==> config.mk <==
export PLATFORM = sky130hd
export DESIGN_NAME = caesar_stream_gen
export DESIGN_NICKNAME = d
export VERILOG_FILES = /design/src/rtl/caesar_stream_gen.sv
export SDC_FILE = /design/constraint.sdc
export NUM_CORES = 1
export LEC_CHECK = 0
export BUFFER_PORTS_ARGS = -buffer_cell sky130_fd_sc_hd__buf_2
export CAP_MARGIN = 20
export CORE_MARGIN = 5
export CORE_UTILIZATION = 55
export CTS_BUF_LIST = sky130_fd_sc_hd__clkbuf_4 sky130_fd_sc_hd__clkbuf_8
export DETAILED_ROUTE_END_ITERATION = 10
export HOLD_SLACK_MARGIN = 0.02
export PLACE_DENSITY = 0.82
export SETUP_SLACK_MARGIN = 0.05
export SLEW_MARGIN = 20
export SYNTH_ARGS = -nofsm -noshare
export SYNTH_HDL_FRONTEND = slang
export SYNTH_SLANG_ARGS = --single-unit
==> constraint.sdc <==
create_clock -name CLOCK_50 -period 3 [get_ports CLOCK_50]
set_input_delay 0.3 -clock CLOCK_50 [delete_from_list [all_inputs] [get_ports CLOCK_50]]
set_output_delay 0.3 -clock CLOCK_50 [all_outputs]
set_load 0.03 [all_outputs]
==> src/rtl/caesar_stream_gen.sv <==
// caesar_stream_gen: self-stepping plaintext counter feeding a two-stage
// modular shift cipher. Steps come from a prescaler that stalls in HOLD
// while the consumer refuses a pending result.
module caesar_stream_gen #(
  parameter int ALPHA_SIZE = 26,
  parameter int DATA_W     = 6,
  parameter int KEY_W      = 5,
  parameter int TICK_DIV   = 50_000_000
) (
  input  logic              CLOCK_50,
  input  logic              rst,
  input  logic              run,
  input  logic              decrypt,
  input  logic [KEY_W-1:0]  key_in,
  input  logic              out_ready,
  output logic              out_valid,
  output logic [DATA_W-1:0] plain_out,
  output logic [DATA_W-1:0] cipher_out,
  output logic [DATA_W-1:0] key_out,
  output logic              step_tick
);

  localparam int PW = $clog2(TICK_DIV);
  localparam logic [PW-1:0]     PRESC_MAX = PW'(TICK_DIV - 1);
  localparam logic [DATA_W-1:0] SYM_MAX   = DATA_W'(ALPHA_SIZE - 1);
  localparam logic [DATA_W:0]   MODULUS   = (DATA_W + 1)'(ALPHA_SIZE);

  typedef enum logic [1:0] {IDLE = 2'd0, RUN = 2'd1, HOLD = 2'd2} state_t;

  state_t            state_reg, state_next;
  logic [PW-1:0]     presc_reg, presc_next;
  logic              presc_max;

  logic [DATA_W-1:0] plain_cnt_reg;
  logic              s1_valid_reg;
  logic [DATA_W-1:0] s1_plain_reg;
  logic [DATA_W-1:0] s1_key_reg;
  logic              s1_dec_reg;

  logic [DATA_W-1:0] key_sat;
  logic [DATA_W:0]   shift_sum;
  logic [DATA_W-1:0] shift_res;

  assign presc_max = (presc_reg == PRESC_MAX);

  // State and prescaler registers
  always_ff @(posedge CLOCK_50) begin
    if (rst) begin
      state_reg <= IDLE;
      presc_reg <= '0;
    end else begin
      state_reg <= state_next;
      presc_reg <= presc_next;
    end
  end

  // Next-state: pause always wins; stall into HOLD when a result is still unaccepted
  always_comb begin
    state_next = state_reg;
    case (state_reg)
      IDLE: if (run) state_next = RUN;
      RUN: begin
        if (!run)
          state_next = IDLE;
        else if (presc_max && out_valid && !out_ready)
          state_next = HOLD;
      end
      HOLD: begin
        if (!run)
          state_next = IDLE;
        else if (out_ready)
          state_next = RUN;
      end
      default: state_next = IDLE;
    endcase
  end

  // Outputs of the FSM: step pulse and prescaler update
  always_comb begin
    step_tick  = 1'b0;
    presc_next = presc_reg;
    if (run) begin
      if (state_reg == RUN && presc_max && (!out_valid || out_ready))
        step_tick = 1'b1;
      else if (state_reg == HOLD && out_ready)
        step_tick = 1'b1;
    end
    if (!run || state_reg == IDLE)
      presc_next = '0;
    else if (step_tick)
      presc_next = '0;
    else if (state_reg == RUN && !presc_max)
      presc_next = presc_reg + 1'b1;
  end

  // Key saturation is done before capture so stage 2 can rely on k < ALPHA_SIZE
  always_comb begin
    key_sat = DATA_W'(key_in);
    if (32'(key_in) > ALPHA_SIZE - 1)
      key_sat = SYM_MAX;
  end

  // Stage-2 arithmetic: one conditional subtract is enough since p,k < ALPHA_SIZE
  always_comb begin
    shift_sum = s1_dec_reg ? ({1'b0, s1_plain_reg} + MODULUS - {1'b0, s1_key_reg})
                           : ({1'b0, s1_plain_reg} + {1'b0, s1_key_reg});
    shift_res = (shift_sum >= MODULUS) ? DATA_W'(shift_sum - MODULUS)
                                       : DATA_W'(shift_sum);
  end

  // Plain counter, stage-1 capture and output register with valid/ready
  always_ff @(posedge CLOCK_50) begin
    if (rst) begin
      plain_cnt_reg <= '0;
      s1_valid_reg  <= 1'b0;
      s1_plain_reg  <= '0;
      s1_key_reg    <= '0;
      s1_dec_reg    <= 1'b0;
      out_valid     <= 1'b0;
      plain_out     <= '0;
      cipher_out    <= '0;
      key_out       <= '0;
    end else begin
      s1_valid_reg <= step_tick;
      if (step_tick) begin
        s1_plain_reg  <= plain_cnt_reg;
        s1_key_reg    <= key_sat;
        s1_dec_reg    <= decrypt;
        plain_cnt_reg <= (plain_cnt_reg == SYM_MAX) ? '0 : plain_cnt_reg + 1'b1;
      end
      if (s1_valid_reg) begin
        out_valid  <= 1'b1;
        plain_out  <= s1_plain_reg;
        cipher_out <= shift_res;
        key_out    <= s1_key_reg;
      end else if (out_valid && out_ready) begin
        out_valid <= 1'b0;
      end
    end
  end

endmodule
-- Word level (Yosys, flattened, before mapping)
Cells that the tools add are included.
- reductions and logical operators: 17
- multiplexer cells: 15
- add/sub/neg operators: 6
- equal/unequal tests: 7
- order comparisons: 2
- operator list (kind ; count):
    adder 26 x 1 -> 26 bit, second input constant ; 1
    == test 26 bit, second input constant ; 1
    2-to-1 mux 6 bit ; 2
    2-to-1 mux 2 bit ; 5
    adder 6 x 5 -> 7 bit, second input constant ; 1
    adder 6 x 6 -> 7 bit ; 1
    >= comparator 7 x 5 -> 1 bit, second input constant ; 1
    logical AND 1 bit ; 7
    2-to-1 mux 7 bit ; 1
    subtractor 7 x 6 -> 7 bit ; 1
    adder 6 x 1 -> 6 bit, second input constant ; 1
    == test 6 x 5 -> 1 bit, second input constant ; 1
    != test 3 bit, second input constant ; 2
    case mux 2 bit (3 select lines) ; 1
    subtractor 6 x 5 -> 6 bit, second input constant ; 1
    greater-than comparator 5 bit, second input constant ; 1
    2-to-1 mux 1 bit ; 5
    2-to-1 mux 5 bit ; 1
    zero test 1 bit ; 4
    AND reduction 3 bit ; 1
    OR reduction 3 bit ; 1
    == test 2 x 1 -> 1 bit, second input constant ; 1
    == test 2 bit, second input constant ; 1
    zero test 2 bit ; 1
    other kinds (3) ; 4
- word-level logic and storage cells: 58
- flip-flop bits (word level): 67
- output and inout port bits: 20

-- Longest topological paths before layout
- word-level depth: 6
- gate-level depth with buffers: 13
- depth with buffers taken out: 13

-- Least setup slack after synthesis
OpenSTA, ideal clock, no wires.
- path type: register to register
- from: register s1_plain_reg[1]
- to: register cipher_out[2]
- arrival: 2.771 ns
- path buffers: 0
- stages on the path, launching flop included: 13
- path slack: 0.112 ns
- library setup time: 0.117 ns
- clock period less this slack: 2.888 ns
- cells stage by stage: dfxtp_1 inv_1 ha_1 inv_1 ha_1 inv_1 fa_1 o31ai_1 xor2_1 a211o_1 a311oi_2 mux2i_1 a22o_1
- cells in the longest elaborated chain, start to end: 5
- elaborated cells on any way between the ends: 7
- classes of those cells: add/sub: 4; order compare: 1; mux: 2
- ends and longest elaborated chain (what ; line ; RTL):
    start, declared ; 36 ; logic [DATA_W-1:0] s1_plain_reg;
    start signal, assigned ; 126 ; s1_plain_reg <= plain_cnt_reg;
    adder 6 x 5 -> 7 bit ; 105 ; shift_sum = s1_dec_reg ? ({1'b0, s1_plain_reg} + MODULUS - {1'b0, s1_key_reg})
    subtractor 7 x 6 -> 7 bit ; 105 ;
    2-to-1 mux 7 bit * ; 105 ;
    subtractor 6 x 5 -> 6 bit or >= comparator 7 x 5 -> 1 bit (tied branches) ; 107 ; shift_res = (shift_sum >= MODULUS) ? DATA_W'(shift_sum - MODULUS)
    2-to-1 mux 6 bit * ; 107 ;
    end signal, assigned ; 134 ; cipher_out <= shift_res;
    end, declared ; 18 ; output logic [DATA_W-1:0] cipher_out,
Every way passes the cells marked *; elsewhere a longest branch is shown, timed or not.
A chain may end at the register's enable or synchronous reset.

-- Final worst setup path
- from: register s1_plain_reg[3]
- to: register cipher_out[4]
Same word-level chain as after synthesis.

==> results.ini <==
[final_layout]
mostFrequentLayoutCell = dfxtp_1
fin_nets = 469
most-common-layout-cells = 65 x dfxtp_1, 57 x nor2_1, 42 x nand2_1
fill_cells = 496
drive_gt1_share_pct = 14.06
final_area_um2 = 3800
seqCellArea_um2 = 1301
multi_input_area_um2 = 1938
antenna_cells = 0
syn_to_final_growth_pct = 12.48
largest_reg_flops = 26

[logic_synthesis]
ys_types = 50
postSynthAreaPerCell_um2 = 8.341
synthTopCellsByArea = dfxtp_1 39%, ha_1 7.0%, nor2_1 6.3%, xor2_1 4.9%, mux2i_1 4.7%
synth_nets = 436
synth_edf_count = 0
synth_ff_type = dfxtp_1
yosys.area.top_type = dfxtp_1
async_reset_ff_share_pct = 0
synthesis.area_um2 = 3378
synth-warning-count = 0
ys_seq_area_share_pct = 38.52
ys_ff_latch = 65
syn_inst = 405
synth_top_area_share_pct = 38.52

[die]
num_rows = 28
ios = 30
die_w_um = 88.37
start_util_pct = 56.72
die_h_um = 88.37
die_area_um2 = 7809
core_area_um2 = 5956

[clock_tree]
cts_buffers = 9
htree_levels = 3
root_buffer = clkbuf_8
clk_pin_slew_worst_paths_ps = 70
clockBufferDepth = 2
cts_sinks = 65
cts_tree = built
ctsHoldBuffers = 0
clk_latency_ps = 340

[status]
status = completed

[timing]
drv_slew = 0
rsz0062_at_grt = false
max_slew_margin_pct = 52.79
final.setup_skew_ps = 4.282
period_minus_slack_ps = 2809
setup_viol = 0
hold_viol = 0
worst_slack_ps = 190.8
max_freq_mhz = 356.0
period_share_pct = 93.64
hold-worst-slack_ps = 212.5
worst_pin_slew_ps = 698.3
final.setup.tns_ps = 0

[setup_path]
critPathKind = reg -> reg
r2r_setup_slack_ps = 190
r2r_end = cipher_out[4]$_SDFFE_PP0P_
cp_max_fo = 7
r2r-start = s1_plain_reg[3]$_SDFFE_PP0P_
start_kind = register
rr_worst_depth = 12
end_kind = register
cp.arrival_ps = 3090
required_ps = 3280

[grt]
grt-ovfl-total = 0
grt_start_max_net_pins = 39
grt_pass1_vias = 2748
track_usage_pct = 19.61
grt_pass1_wl_mm = 12.13
grt_antenna_before_repair = 0

[place]
preCtsSetupSlack_ps = 107.9
placed_area_um2 = 3608
numPortBuffers = 28
dp_hpwl_mm = 5.054
place_congestion = 0.8315

[hold_path]
hp-class = in -> reg
holdPathEnd = s1_key_reg[3]$_SDFFE_PP0P_
hold-path-cell-count = 3
hold_start = key_in[3]

[route]
ant_nets = 0
drt_iter0_markers = 155
viasPerCell = 5.568
dr_total_vias = 2873
drc_errors = 0
routed_wl_mm = 6.937
dr.pass1.iters = 4
avgRoutedWirePerCell_um = 13.44

[power_and_ir_drop]
powerDensity_nw_per_um2 = 412.3
peakVddDrop_v = 0.0002724
leakage_nw = 1.449

[flow_run]
cap_violations = 0

[how the worst max path moves through the flow]
stage / start / to / slack (ps)
2_1_floorplan: s1_plain_reg[1]$_SDFFE_PP0P_ / cipher_out[2]$_SDFFE_PP0P_ / 110
3_3_place_gp: s1_plain_reg[3]$_SDFFE_PP0P_ / cipher_out[4]$_SDFFE_PP0P_ / 200
3_5_place_dp: s1_plain_reg[3]$_SDFFE_PP0P_ / cipher_out[4]$_SDFFE_PP0P_ / 110
4_1_cts: s1_plain_reg[3]$_SDFFE_PP0P_ / cipher_out[4]$_SDFFE_PP0P_ / 80
5_1_grt: s1_plain_reg[1]$_SDFFE_PP0P_ / cipher_out[2]$_SDFFE_PP0P_ / 50
6_report: s1_plain_reg[3]$_SDFFE_PP0P_ / cipher_out[4]$_SDFFE_PP0P_ / 190
[cell usage after synthesis, types with 11 or more instances]
master,n
nor2_1,57
ha_1,19
xnor2_1,11
nand2_1,42
a21oi_1,26
inv_1,21
o21ai_0,11
mux2i_1,16
or3_1,11
nand3_1,16
xor2_1,19
dfxtp_1,65
[kinds of logic (layout without fill, tap and decap cells)]
kind of cell | after synthesis | count (layout) | synth area share, %
flops | 65 | 65 | 38.52
mux | 17 | 17 | 5.074
other cells | 1 | 1 | 0.1110
compound gates | 59 | 59 | 10.81
xor+xnor | 30 | 30 | 7.778
buf+inv | 38 | 74 | 4.556
simple gates | 174 | 174 | 24.93
fa+ha+maj | 21 | 21 | 8.222
[critical path: stages, from the launching register on]
cell      delay [ps]
dfxtp_1          380
inv_1             60
ha_1             370
inv_1             90
ha_1             320
a21oi_1           70
o21a_1           130
a21boi_0         240
mux2i_1          270
a311oi_2          70
buf_4            180
or4_1            500
nand3_1           70
[final cells by class]
type	instances	share of cell area, %
Inverter	22	2.173
Clock inverter	3	0.4610
Clock buffer	11	3.984
Multi-Input combinational cell	302	51.00
Tap cell	75	2.470
Timing Repair Buffer	38	5.663
Sequential cell	65	34.24
[stage by stage]
step	utilization, %	total power [W]	std cells
after floorplan	-	0.0009220	405
after global placement	60.59	0.0009359	501
after detailed placement	60.59	0.0009373	501
after CTS	63.42	0.001580	515
after global routing	63.80	0.001631	516
final	63.80	0.001567	516
[routing by layer]
layer	GRT usage, %	routed length, µm
met5	0	0
met4	7.830	93
met3	4.376	372
met2	30.05	3082
met1	26.83	3389
[power by group]
group	switching, W	internal, W	total (W)	leakage, nW
clock	0.000315	0.000332	0.000647	0.0871
combinational	0.0000345	0.0000169	0.0000513	0.838
sequential	0.00000248	0.000866	0.000868	0.524
total	0.000352	0.00121	0.00157	1.45
[what timing repair did]
| action | 4_1_cts | 5_1_grt |
|---|---|---|
| endpoints found under the setup margin | 0 | 4 |
| setup buffers | 0 | 1 |
| gates resized for setup | 0 | 5 |
No activity file was read; power rests on OpenSTA's default activity.
